===== config.mk =====
export PLATFORM = sky130hd
export DESIGN_NAME = mmio_io_controller
export DESIGN_NICKNAME = d
export VERILOG_FILES = /design/src/rtl/hack_io_pkg.sv /design/src/rtl/io_sync.sv /design/src/rtl/mmio_io_controller.sv
export SDC_FILE = /design/constraint.sdc
export NUM_CORES = 1
export LEC_CHECK = 0
export CORE_MARGIN = 2
export CORE_UTILIZATION = 49
export CTS_CLUSTER_DIAMETER = 50
export DETAILED_ROUTE_END_ITERATION = 8
export PLACE_DENSITY = 0.83
export SLEW_MARGIN = 20
export SYNTH_ARGS = -nofsm -noshare
export SYNTH_HDL_FRONTEND = slang
export SYNTH_SLANG_ARGS = --single-unit
export TNS_END_PERCENT = 1

===== constraint.sdc =====
create_clock -name clk -period 4.8 [get_ports clk]
set_input_delay 1.2 -clock clk [delete_from_list [all_inputs] [get_ports clk]]
set_output_delay 1.2 -clock clk [all_outputs]
set_load 0.01 [all_outputs]

===== src/rtl/hack_io_pkg.sv =====
// Shared definitions for the Hack memory-mapped I/O controller: register
// offsets inside the I/O window and the address-decode selector type.
package hack_io_pkg;

  localparam int OFS_SW   = 0;
  localparam int OFS_BTN  = 1;
  localparam int OFS_EVT  = 2;
  localparam int OFS_MS   = 3;
  localparam int OFS_OUT0 = 4;

  typedef enum logic [2:0] {
    SEL_RAM,
    SEL_SW,
    SEL_BTN,
    SEL_EVT,
    SEL_MS,
    SEL_OUT,
    SEL_NONE
  } io_sel_e;

endpackage


===== src/rtl/io_sync.sv =====
// Flop-chain synchroniser for asynchronous board inputs. A change on d
// appears on q after exactly STAGES rising clock edges.
module io_sync #(
  parameter int WIDTH  = 1,
  parameter int STAGES = 2
) (
  input  logic             clk,
  input  logic             rst_n,
  input  logic [WIDTH-1:0] d,
  output logic [WIDTH-1:0] q
);

  logic [STAGES-1:0][WIDTH-1:0] chain;

  // Shift the raw input through the chain; stage 0 is the only metastable one.
  always_ff @(posedge clk or negedge rst_n) begin
    if (!rst_n) begin
      chain <= '0;
    end else begin
      chain[0] <= d;
      for (int i = 1; i < STAGES; i++) begin
        chain[i] <= chain[i-1];
      end
    end
  end

  assign q = chain[STAGES-1];

endmodule


===== src/rtl/mmio_io_controller.sv =====
// Memory-mapped I/O controller between the Hack CPU data port and the data
// RAM / board I/O. Decodes RAM vs. I/O space, synchronises switches and
// buttons, keeps sticky button-press flags, a millisecond counter and a set
// of output registers.
//
// Bus semantics: the CPU port has no valid/ready pair. writeM is a
// single-cycle strobe qualified by addressM and committed at the next rising
// clk; reads are always ready and are a pure combinational function of
// addressM and the current register state (no wait states).
module mmio_io_controller
  import hack_io_pkg::*;
#(
  parameter int          DATA_W      = 16,
  parameter int          RAM_AW      = 14,
  parameter logic [14:0] IO_BASE     = 15'h6000,
  parameter int          BTN_W       = 5,
  parameter int          N_OUT       = 2,
  parameter int          SYNC_STAGES = 2,
  parameter int          CLK_HZ      = 100_000_000
) (
  input  logic                         clk,
  input  logic                         rst_n,
  input  logic [14:0]                  addressM,
  input  logic [DATA_W-1:0]            outM,
  input  logic                         writeM,
  output logic [DATA_W-1:0]            inM,
  output logic [RAM_AW-1:0]            ram_addr,
  output logic [DATA_W-1:0]            ram_data_in,
  output logic                         ram_we,
  input  logic [DATA_W-1:0]            ram_data_out,
  input  logic [DATA_W-1:0]            sw_raw,
  input  logic [BTN_W-1:0]             btn_raw,
  output logic [N_OUT-1:0][DATA_W-1:0] out_reg,
  output logic [N_OUT-1:0]             out_upd
);

  localparam int PRESC   = CLK_HZ / 1000;
  localparam int PRESC_W = (PRESC > 1) ? $clog2(PRESC) : 1;

  io_sel_e             sel;
  logic [14:0]         io_off;
  logic [N_OUT-1:0]    out_hit;
  logic [DATA_W-1:0]   sw_sync;
  logic [BTN_W-1:0]    btn_sync;
  logic [BTN_W-1:0]    btn_prev;
  logic [BTN_W-1:0]    set_mask;
  logic [BTN_W-1:0]    evt;
  logic [DATA_W-1:0]   ms;
  logic [PRESC_W-1:0]  presc;
  logic                tick;
  logic                we_evt;
  logic                we_ms;

  io_sync #(.WIDTH(DATA_W), .STAGES(SYNC_STAGES)) u_sw_sync (
    .clk   (clk),
    .rst_n (rst_n),
    .d     (sw_raw),
    .q     (sw_sync)
  );

  io_sync #(.WIDTH(BTN_W), .STAGES(SYNC_STAGES)) u_btn_sync (
    .clk   (clk),
    .rst_n (rst_n),
    .d     (btn_raw),
    .q     (btn_sync)
  );

  // Address decode: bit 14 clear is RAM; the screen hole below IO_BASE and
  // any unmapped offset in the I/O window fall through to SEL_NONE.
  always_comb begin
    sel     = SEL_NONE;
    io_off  = addressM - IO_BASE;
    out_hit = '0;
    if (!addressM[14]) begin
      sel = SEL_RAM;
    end else if (addressM >= IO_BASE) begin
      if (io_off == 15'(OFS_SW)) begin
        sel = SEL_SW;
      end else if (io_off == 15'(OFS_BTN)) begin
        sel = SEL_BTN;
      end else if (io_off == 15'(OFS_EVT)) begin
        sel = SEL_EVT;
      end else if (io_off == 15'(OFS_MS)) begin
        sel = SEL_MS;
      end else if (io_off >= 15'(OFS_OUT0) && io_off < 15'(OFS_OUT0 + N_OUT)) begin
        sel = SEL_OUT;
      end
    end
    for (int i = 0; i < N_OUT; i++) begin
      out_hit[i] = (sel == SEL_OUT) && (io_off == 15'(OFS_OUT0 + i));
    end
  end

  assign ram_addr    = addressM[RAM_AW-1:0];
  assign ram_data_in = outM;
  assign ram_we      = writeM && (sel == SEL_RAM);
  assign we_evt      = writeM && (sel == SEL_EVT);
  assign we_ms       = writeM && (sel == SEL_MS);
  assign set_mask    = btn_sync & ~btn_prev;
  assign tick        = (presc == PRESC_W'(PRESC - 1));

  // Button edge capture: flags are sticky; a new edge beats a coincident clear.
  always_ff @(posedge clk or negedge rst_n) begin
    if (!rst_n) begin
      btn_prev <= '0;
      evt      <= '0;
    end else begin
      btn_prev <= btn_sync;
      if (we_evt) begin
        evt <= (evt & ~outM[BTN_W-1:0]) | set_mask;
      end else begin
        evt <= evt | set_mask;
      end
    end
  end

  // Millisecond timer: a CPU write reloads the count and restarts the
  // prescaler, swallowing any tick due in the same cycle.
  always_ff @(posedge clk or negedge rst_n) begin
    if (!rst_n) begin
      presc <= '0;
      ms    <= '0;
    end else if (we_ms) begin
      presc <= '0;
      ms    <= outM;
    end else if (tick) begin
      presc <= '0;
      ms    <= ms + 1'b1;
    end else begin
      presc <= presc + 1'b1;
    end
  end

  // Output registers with a one-cycle update pulse per write, even if unchanged.
  always_ff @(posedge clk or negedge rst_n) begin
    if (!rst_n) begin
      out_reg <= '0;
      out_upd <= '0;
    end else begin
      for (int i = 0; i < N_OUT; i++) begin
        out_upd[i] <= writeM && out_hit[i];
        if (writeM && out_hit[i]) begin
          out_reg[i] <= outM;
        end
      end
    end
  end

  // Read mux back to the CPU; unmapped and screen-hole addresses read zero.
  always_comb begin
    inM = '0;
    case (sel)
      SEL_RAM: inM = ram_data_out;
      SEL_SW:  inM = sw_sync;
      SEL_BTN: inM = DATA_W'(btn_sync);
      SEL_EVT: inM = DATA_W'(evt);
      SEL_MS:  inM = ms;
      SEL_OUT: begin
        for (int i = 0; i < N_OUT; i++) begin
          if (out_hit[i]) inM = out_reg[i];
        end
      end
      default: inM = '0;
    endcase
  end

endmodule


**After elaboration in Yosys (flattened, before gate mapping)**

Cells that the tools add are included.

- Word-level logic and storage cells: 60
- Bits in registers: 119
- Output and inout bits: 81

- Mux-type cells: 15
- $add $sub $neg: 3
- Equal/unequal tests: 11
- $lt $le $gt $ge: 3
- Bitwise operators: 6
- Reduce and logical (&&, ||, !) cells: 11

Operator list:

| operator | number |
|---|---|
| one-hot mux 16 bit (6 select lines) | 1 |
| 2-to-1 mux 16 bit | 4 |
| 2-to-1 mux 17 bit | 2 |
| equality test 15 x 2 -> 1 bit, second input constant | 2 |
| equality test 15 x 3 -> 1 bit, second input constant | 2 |
| adder 17 x 1 -> 17 bit, second input constant | 1 |
| equality test 17 bit, second input constant | 1 |
| adder 16 x 1 -> 16 bit, second input constant | 1 |
| equality test 15 x 1 -> 1 bit, second input constant | 1 |
| greater-or-equal comparator 15 bit, second input constant | 1 |
| greater-or-equal comparator 15 x 3 -> 1 bit, second input constant | 1 |
| logical NOT 15 bit | 1 |
| < comparator 15 x 3 -> 1 bit, second input constant | 1 |
| 2-to-1 mux 3 bit | 5 |
| subtractor 15 bit, second input constant | 1 |
| bitwise AND 5 bit | 2 |
| NOT 5 bit | 2 |
| OR 5 bit | 2 |
| logical AND 1 bit | 8 |
| equality test 3 x 2 -> 1 bit, second input constant | 2 |
| equality test 3 bit, second input constant | 2 |
| 2-to-1 mux 5 bit | 1 |
| 2-to-1 mux 2 bit | 2 |
| equality test 3 x 1 -> 1 bit, second input constant | 1 |
| other kinds (2) | 2 |

**Logic depth before layout (Yosys ltp)**

- Depth after elaboration: 15
- Depth in mapped cells: 9
- Gate-level depth less buffers: 7

**Modules after synthesis**

Synthesis repeated with hierarchy kept, for this count alone.

- Cells, all modules: 494
- Area, all modules: 5771.8 um^2

Modules (own cells, without submodules):

| module | cells an instance | instances | area each (um^2) | sequential area each (um^2) |
|---|---|---|---|---|
| mmio_io_controller | 431 | 1 | 4563.1 | 1926.8 |
| io_sync at u_sw_sync | 48 | 1 | 920.9 | 800.8 |
| io_sync at u_btn_sync | 15 | 1 | 287.8 | 250.2 |

**Worst setup path after synthesis**

OpenSTA, ideal clock, no wires.

- Path type: input port to output port
- From: input addressM[13]
- To: output inM[10]
- Stages on the path: 8
- Path slack: 0.510 ns
- Data arrival time: 3.090 ns
- Cell sequence: ha_1 nor3b_1 nand4_1 a21oi_1 clkbuf_1 clkbuf_1 a222oi_1 o21ai_0

- Word-level cells in the longest chain between the ends: 15
- Elaborated cells on any way between the ends: 29
- Classes of those cells: 1 x add/sub; 3 x order compare; 10 x eq/ne; 10 x mux; 5 x reduce/logical

RTL lines:

| element | line | RTL |
|---|---|---|
| from (decl) | mmio_io_controller.sv:23 | `input logic [14:0] addressM,` |
| subtractor 15 bit | mmio_io_controller.sv:72 | `io_off = addressM - IO_BASE;` |
| greater-or-equal comparator 15 x 3 -> 1 bit or < comparator 15 x 3 -> 1 bit (tied branches) | mmio_io_controller.sv:85 | `end else if (io_off >= 15'(OFS_OUT0) && io_off < 15'(OFS_OUT0 + N_OUT)) begin` |
| logical AND 1 bit | mmio_io_controller.sv:85 |  |
| 2-to-1 mux 2 bit | mmio_io_controller.sv:85 |  |
| 2-to-1 mux 2 bit | mmio_io_controller.sv:83 | `end else if (io_off == 15'(OFS_MS)) begin` |
| 2-to-1 mux 3 bit | mmio_io_controller.sv:81 | `end else if (io_off == 15'(OFS_EVT)) begin` |
| 2-to-1 mux 3 bit | mmio_io_controller.sv:79 | `end else if (io_off == 15'(OFS_BTN)) begin` |
| 2-to-1 mux 3 bit | mmio_io_controller.sv:77 | `if (io_off == 15'(OFS_SW)) begin` |
| 2-to-1 mux 3 bit | mmio_io_controller.sv:76 | `end else if (addressM >= IO_BASE) begin` |
| 2-to-1 mux 3 bit | mmio_io_controller.sv:74 | `if (!addressM[14]) begin` |
| equality test 3 bit | mmio_io_controller.sv:90, mmio_io_controller.sv:152 |  |
| logical AND 1 bit | mmio_io_controller.sv:90 | `out_hit[i] = (sel == SEL_OUT) && (io_off == 15'(OFS_OUT0 + i));` |
| 2-to-1 mux 16 bit (2 in a row) | mmio_io_controller.sv:160 | `if (out_hit[i]) inM = out_reg[i];` |
| one-hot mux 16 bit (6 select lines) * | mmio_io_controller.sv:152 | `case (sel)` |
| to (decl) | mmio_io_controller.sv:26 | `output logic [DATA_W-1:0] inM,` |

Mark *: on every way between the ends. The rest lies on a longest branch, timed or not.

**Worst setup path after layout**

- From: input addressM[1]
- To: output inM[3]

Same word-level chain as after synthesis.

==> qor.yml <==
status:
  status: "finished clean"
place:
  placed_area_sq_um: 7230
  hpwl_mm: 10.6
  gp_congestion: 0.911
  io_buffers: 151
synthesis:
  async_flop_share_pct: 100
  synth_fa_ha_area_share_pct: 0.898
  syn_nets: 576
  synth_compound_area_share_pct: 10.4
  synth_ff_type: "dfrtp_1"
  ys_seq_area_share_pct: 53.5
  yosysTopAreaCellShare_pct: 53.5
  synthMuxAreaShare_pct: 7.86
  synth_area_sq_um: 5570
  synth-edff-count: 0
  yosysWarnings: 0
  ys_top_cells_by_area: "dfrtp_1 (53%), mux2_2 (4.4%), buf_4 (4.0%), a21oi_1 (3.0%), nor2_1 (2.9%)"
  synthXorXnorAreaFrac_pct: 4.72
  avgSynthCellArea_sq_um: 11.1
  yosys.area.top_type: "dfrtp_1"
  synth_top_family_by_area: "simple AND/OR/NAND/NOR gates"
  yosys_register_bits: 119
  yosysUniqueCellTypes: 50
  synth_cells: 501
  synthSimpleGateAreaFrac_pct: 15.7
worst_setup_path:
  startpoint_type: "input pin"
  cp.required_ns: 3.60
  critPathKind: "in2out"
  endpoint_kind: "output port"
  crit_fanout: 16
  crit_arrival_ns: 3.47
timing:
  layout_min_cycle_time_ns: 4.67
  tightest_slew_ns: 1.03
  fmax_mhz: 214
  slew_headroom_pct: 30.7
  worst_clock_skew_ns: 0.00414
  drv_slew: 0
  fin_crit_sh_pct: 97.3
  fin_tns_setup_ns: 0
  setup_viol: 0
  hold_viol: 0
  rsz0062_at_grt: "yes"
clock_network:
  htree_levels: 4
  clk_latency_ns: 0.41
  cts.clk_slew.worst_paths_ns: 0.05
  cts_buffer_depth: 2
  ctsRootBufferMaster: "clkbuf_16"
  hold_buffers: 0
  cts_buffers: 17
  cts_tree: "built"
  cts.sinks: 119
floorplan:
  start_util_pct: 50.7
  core-area_sq_um: 11000
  num_rows: 38
  ios: 152
  die_h_um: 111
  die_x_um: 111
  die_area_sq_um: 12200
final_layout:
  regArea_sq_um: 2980
  multiInputGateArea_sq_um: 2260
  final_core_util_pct: 71.6
  syn2layout_area_growth_pct: 41.2
  fill_cells: 720
  largest_reg_flops: 32
  fin_nets: 730
  design_area_sq_um: 7870
  n_antenna_cell: 0
  drive_gt1_share_pct: 17.4
global_routing:
  overflow: 0
  grt_pass1_wl_mm: 25.4
  grt_usage_pct: 26.1
  antenna_found_initial: 0
  grt_pass1_vias: 5025
  grt_max_degree: 77
power:
  p_per_area_nw_per_um2: 314
  p_clk_share_pct: 49.4
  internal_power_mw: 1.86
  p_sw_uw: 607
  irDropWorstVdd_v: 0.000264
  combPwrFrac_pct: 8.1
  netSwitchingFraction_pct: 24.6
  seq_power_share_pct: 42.5
  leakage_nw: 3.48
route:
  drtPass1Iterations: 5
  num_vias: 4739
  detail_route.vias_per_cell: 5.87
  routed_wirelength_mm: 15.8
  drt_iter0_drc: 491
  drcViolationCount: 0
  antenna_left: 0
  wl_per_cell_um: 19.6
job:
  drv_cap: 0
min_path:
  hold_path.class: "reg2reg"
==> stage by stage <==
stage,std cells,hold WS [ns],setup slack (ns),power (mW)
2_1_floorplan,501,0.331,0.510,1.13
3_3_place_gp,775,0.331,-0.384,1.26
3_5_place_dp,775,0.335,-0.468,1.26
4_1_cts,808,0.347,-0.256,2.47
5_1_grt,808,0.348,-0.0144,2.54
6_report,808,0.346,0.129,2.47
==> kinds of logic after synthesis <==
family	Yosys count
DFF	119
AOI/OAI and AO/OA	88
adders and majority gates	4
buffers and inverters	64
and+or+nand+nor	160
xor gates and xnor gates	30
muxes	36
==> worst max-delay path, stage by stage <==
cell             delay, ns
clkdlybuf4s50_1       0.60
buf_4                 0.23
nand2b_1              0.16
nor2_1                0.09
buf_12                0.17
a222oi_1              0.40
nor2_1                0.11
a211o_1               0.24
dlygate4sd2_1         0.28
==> cells in the mapped netlist, types with 10 or more instances <==
master / count
dfrtp_1: 119
nor2_1: 43
a21oi_1: 33
buf_4: 30
nand2_1: 23
mux2_2: 22
o21ai_0: 20
nor2b_1: 17
xnor2_1: 17
a222oi_1: 16
clkbuf_1: 16
nand3_1: 15
xor2_1: 13
inv_1: 11
nor3_1: 11
mux2_4: 10
nand4_1: 10
==> layout make-up <==
class	count	area share, %
inverter	11	0.525
tap	140	2.23
sequential	119	37.8
clock buffer	17	5.41
clock inverter	15	1.89
multi-input combinational	318	28.8
timing repair buffer	188	23.3
==> power groups by stage <==
stage                     sequential [mW]  clock, mW  combinational [mW]
after floorplan                      1.06          0              0.0684
after global placement               1.06          0               0.195
after detailed placement             1.07          0               0.200
after CTS                            1.05       1.23               0.200
after global routing                 1.05       1.27               0.216
final                                1.05       1.22               0.200
==> routing by layer <==
metal / global-route usage [%] / vias to the layer above / share of wire [%]
met5: 0 / - / 0
met4: 12.3 / 0 / 3.0
met3: 6.53 / 53 / 7.4
met2: 43.7 / 277 / 50
met1: 31.6 / 2327 / 39
li1: - / 2082 / -
==> repair_timing <==
item	in CTS	in global routing
pin swaps	5	5
buffers inserted	1	0
endpoints found under the setup margin	16	16
gates resized for setup	26	17
==> layout by cell type, fill, tap and decap left out, types with 8 or more instances in the layout <==
| cell | Yosys | layout |
|---|---|---|
| a21oi_1 | 33 | 32 |
| a222oi_1 | 16 | 16 |
| buf_4 | 30 | 32 |
| clkbuf_16 | 0 | 17 |
| clkdlybuf4s50_1 | 0 | 132 |
| dfrtp_1 | 119 | 119 |
| dlygate4sd2_1 | 0 | 11 |
| inv_1 | 11 | 11 |
| mux2_2 | 22 | 22 |
| mux2_4 | 10 | 10 |
| nand2_1 | 23 | 23 |
| nand3_1 | 15 | 15 |
| nand4_1 | 10 | 10 |
| nor2_1 | 43 | 43 |
| nor2b_1 | 17 | 17 |
| nor3_1 | 11 | 9 |
| o21ai_0 | 20 | 8 |
| o21ai_1 | 1 | 12 |
| xnor2_1 | 17 | 17 |
| xor2_1 | 13 | 13 |
==> path summary, 6_finish.rpt <==
| check | startpoint | endpoint | slack (ns) | cells past startpoint |
|---|---|---|---|---|
| max in group asynchronous | rst_n | ms[2]$_DFFE_PN0P_ | 3.01 | 2 |
| min reg2reg | u_sw_sync.chain[1]$_DFF_PN0_ | u_sw_sync.q[1]$_DFF_PN0_ | 0.35 | 0 |
| min in group asynchronous | rst_n | u_btn_sync.chain[1]$_DFF_PN0_ | 0.93 | 1 |
| min | u_sw_sync.chain[1]$_DFF_PN0_ | u_sw_sync.q[1]$_DFF_PN0_ | 0.35 | 0 |
| max reg2reg | presc[5]$_DFF_PN0_ | ms[15]$_DFFE_PN0P_ | 2.16 | 6 |
| max | addressM[1] | inM[3] | 0.13 | 9 |
(Power assumes the default switching activity.)
==> edit 1, RTL diff (same flow settings) <==
`DATA_W`: 16 -> 12.
--- a/src/rtl/mmio_io_controller.sv
+++ b/src/rtl/mmio_io_controller.sv
@@ -11,5 +11,5 @@
   import hack_io_pkg::*;
 #(
-  parameter int          DATA_W      = 16,
+  parameter int          DATA_W      = 12,
   parameter int          RAM_AW      = 14,
   parameter logic [14:0] IO_BASE     = 15'h6000,
Interface: changed (6 resized); port bits go from 152 to 124. The function was not compared with the original's and may differ.
==> edit 1 against the original RTL <==
Clock power shrank 59%; power is 36% lower; die area down 14%; clock skew rose by 3.9 ps; routed wire length fell by 21%; sequential cell count down 20; area after synthesis shrank 15%; worst setup slack better by 4.7 ps; cell area fell by 19%; critical path type unchanged; largest power group is now registers.
==> edit 1: results (changes against the original RTL) <==
[global_routing]
track_usage_pct = 24.5  ; -1.6 points
grt_max_degree = 68  ; -12%
grt_pass1_vias = 3774  ; -25%
met3_usage_pct = 4.31  ; -2.2 points
grt_util_met1_pct = 32.6  ; +1.0 points
grt_pass1_wl_um = 19300  ; -24%

[placed_design]
placed_cell_area_um2 = 6160  ; -15%
gp_congestion = 0.887  ; -2.6%
port_buffers = 123  ; -19%
dp_slack_ps = -370  ; +97.5 ps

[clock_tree]
clkTransAtPathRegs_ps = 90  ; +40 ps
clockRootBuffer = clkbuf_8
cts-buffers-inserted = 9  ; -8
post_cts_buffers = 0  ; -1
ctsResizeCount = 19  ; -27%

[route]
drtIter0Drc = 287  ; -42%
vias_per_cell = 5.55  ; -5.4%

[yosys]
synth_compound_area_share_pct = 10.5  ; +0.011 points
avgSynthCellArea_um2 = 11.6  ; +4.2%
synthTopCellsByArea = dfrtp_1 52%, mux2_4 6.3%, buf_4 4.1%
synthTopCellsByCount = 99 x dfrtp_1, 50 x nor2_1, 26 x buf_4, 20 x mux2_4, 17 x nand2_1
seq_area_frac_synth_pct = 52.1  ; -1.3 points
syn-num-nets = 473  ; -18%
synth_fa_ha_area_share_pct = 1.05  ; +0.15 points
yosys.area_share.xor_xnor_pct = 4.98  ; +0.26 points

[worst_setup_path]
crit_fanout = 10  ; -6
startpoint = addressM[7]

[finish]
largest_reg_flops = 24  ; -25%
fin_nets = 609  ; -17%

[status]
status = finished, final reports clean

[hold_path]
min_from = u_sw_sync.chain[9]

[sta]
fin_skew_ps = 8.04  ; +3.90 ps

[pwr]
peakVddDrop_mv = 0.162  ; -39%

edit 1: power breakdown:
part | switching (uW) | internal, uW | total [uW]
clock network | 307 | 196 | 503
registers | 27.6 | 867 | 895
logic | 88.6 | 105 | 193
total | 423 | 1170 | 1590
edit 1: layout make-up:
class                   instances  area [um2]
flip-flops and latches         99        2480
clock buffers                   9         124
well taps                     129         161
multi-input cells             255        1990
inverters                      17        63.8
fillers                       681        2920
clock inverters                 7        62.6
repair buffers                164        1530
edit 1: logic make-up after synthesis:
group	count (synthesis)
AOI/OAI and AO/OA	64
xor gates and xnor gates	27
adders and majority gates	4
buffers and inverters	56
DFF	99
muxes	30
and+or+nand+nor	130
edit 1: metrics by stage:
step / util, % / hold slack (ps) / TNS (ps)
after floorplan: - / 331 / 0
after global placement: 66.0 / 335 / -3390
after detailed placement: 66.0 / 336 / -3750
after CTS: 68.4 / 353 / 0
after global routing: 68.7 / 350 / -1.63
final: 68.7 / 351 / 0
edit 1: layer usage:
| metal | part of all wire, % | wire length (um) |
|---|---|---|
| met2 | 48 | 6040 |
| met4 | 2.9 | 364 |
| met5 | 0 | 0 |
| met3 | 6.8 | 846 |
| met1 | 42 | 5250 |
edit 1: final timing paths:
path	end	slack [ps]	cells after the start
worst max register to register	ms[11]	2450	7
worst min register to register	u_sw_sync.q[9]	350	0
worst max-delay path	inM[11]	130	9
max in group asynchronous	btn_prev[1]	2950	2
min in group asynchronous	u_sw_sync.chain[3]	900	1
worst min-delay path	u_sw_sync.q[9]	350	0
edit 1: critical path: stages:
cell and delay (ps):
clkdlybuf4s50_1 470, nor4_4 310, buf_6 180, nand2_1 100, nor4b_4 300, nor4_2 110, buf_4 190, a221o_1 320
dlygate4sd2_1 290
==> edit 2, RTL diff (same flow settings) <==
Made on the original files. Register the outputs `ram_addr`, `ram_data_in` and `ram_we`, with the module's reset; this adds one clock of latency there. The other outputs are not delayed to match.
--- a/src/rtl/mmio_io_controller.sv
+++ b/src/rtl/mmio_io_controller.sv
@@ -92,7 +92,15 @@
   end
 
-  assign ram_addr    = addressM[RAM_AW-1:0];
-  assign ram_data_in = outM;
-  assign ram_we      = writeM && (sel == SEL_RAM);
+  always_ff @(posedge clk or negedge rst_n) begin
+    if (!rst_n) begin
+      ram_addr    <= '0;
+      ram_data_in <= '0;
+      ram_we      <= '0;
+    end else begin
+      ram_addr    <= addressM[RAM_AW-1:0];
+      ram_data_in <= outM;
+      ram_we      <= writeM && (sel == SEL_RAM);
+    end
+  end
   assign we_evt      = writeM && (sel == SEL_EVT);
   assign we_ms       = writeM && (sel == SEL_MS);
Check against the original RTL: not equivalent (a bounded check fails within 4 cycles, from zero or initial values and one cycle with rst_n low).
==> edit 2 against the original RTL <==
Power is 9.8% higher; die area up 9.9%; routed wire length rose by 0.40%; sequential cell count up 31; area after synthesis is 10% higher; combinational power rose by 4%; worst setup slack worse by 120 ps; cell area increased by 9.3%; critical path type unchanged; critical endpoint is now inM[11].
==> edit 2: results (changes against the original RTL) <==
[placed_design]
gp_congestion = 0.897  ; -1.5%
dp_cells = 829  ; +7.0%

[finish]
drive_gt1_share_pct = 15.7  ; -1.6 points
fin_nets = 756  ; +3.6%
fill_cells = 813  ; +13%
fin_cells = 861  ; +6.6%

[yosys]
yosys.area_share.xor_xnor_pct = 4.28  ; -0.44 points
synth_cell_types = 49  ; -2.0%
synth_mux_area_share_pct = 7.74  ; -0.12 points
synthTopCellsByArea = dfrtp_1 61%, mux2_2 3.5%, xnor2_1 2.9%
synth_fa_ha_area_share_pct = 0.815  ; -0.083 points
synthTopCellsByCount = 150 x dfrtp_1, 36 x nand2_1, 30 x o21ai_0, 26 x nor2_1, 21 x inv_1
synth_compound_area_share_pct = 8.33  ; -2.1 points

[pwr]
p_leak_uw = 0.00385  ; +11%

[route]
drtIter0Drc = 441  ; -10%
routed-via-count = 4802  ; +1.3%
wire_per_inst_um = 18.5  ; -5.8%

[status]
status = finished, final reports clean

[worst_setup_path]
reg2reg_from = presc[14]
r2r_slack_ps = 2680  ; +520 ps
critPathArrivalTime_ps = 3590  ; +120 ps
slowest_delay_ps = 560  ; -40 ps
timing.rr.end = ms[9]
rr_worst_depth = 5  ; -1

[global_routing]
track_usage_pct = 24.8  ; -1.3 points
grt_pass1_wl_um = 25400  ; +0.11%

[hold_path]
hold_path_end = u_btn_sync.q[2]
min_from = u_btn_sync.chain[2]

-- edit 2: cell types whose count changed in the layout (fill, tap and decap cells not counted), moves of 11 or more --
cell / delta
o21ai_0: +20
dfrtp_1: +31
a222oi_1: -16
nand2_1: +12
a21oi_1: -18
a22oi_1: +11
nor2_1: -19
-- edit 2: cells by family after synthesis --
| group | after synthesis |
|---|---|
| mux | 39 |
| flops | 150 |
| buf+inv | 41 |
| fa+ha+maj | 4 |
| simple gates | 157 |
| xor+xnor | 30 |
| compound gates | 80 |
-- edit 2: layer usage --
layer  up-vias  global-route usage, %  routed length [um]
li1       2137                      -                   -
met1      2430                   31.7                6430
met2       209                   40.7                8030
met3        26                   6.07                1150
met4         0                   10.2                 278
met5         -                      0                   0
-- edit 2: area by class of cell --
type                       count  area share [%]
sequential                   150            43.7
timing repair buffer         181            20.7
clock buffer                  21            5.24
tap                          168            2.45
clock inverter                10           0.888
multi-input combinational    310            26.2
inverter                      21           0.917
-- edit 2: where the power goes --
group	total [uW]	internal, uW	leakage (uW)	switching [uW]
Combinational	208	111	0.00181	97.3
Sequential	1320	1300	0.00180	18.4
Clock	1180	673	0.000238	507
Total	2710	2090	0.00385	623
-- edit 2: how the worst max path moves through the flow --
stage	cells past startpoint	startpoint	end
after detailed placement	8	addressM[13]	inM[15]
after CTS	9	addressM[13]	inM[4]
after global placement	8	addressM[13]	inM[0]
after global routing	9	addressM[13]	inM[11]
after floorplan	7	addressM[13]	inM[11]
final	10	addressM[14]	inM[11]
-- edit 2: repair_timing --
item | 4_1_cts | 5_1_grt
setup endpoints to repair | 16 | 12
buffers inserted | 0 | 1
gates resized for setup | 12 | 14
pin swaps | 2 | 1
-- edit 2: stage by stage --
step                setup slack, ps  cell area, um2  TNS [ps]  power (uW)  utilization [%]
floorplan                       891            6140         0        1390                -
global placement               -266            8000     -2570        1540             66.0
detailed placement             -376            8000     -4150        1550             66.0
CTS                           -4.83            8550     -7.43        2730             70.6
global route                  -84.4            8600     -84.4        2810             71.0
finish                         12.7            8600         0        2710             71.0
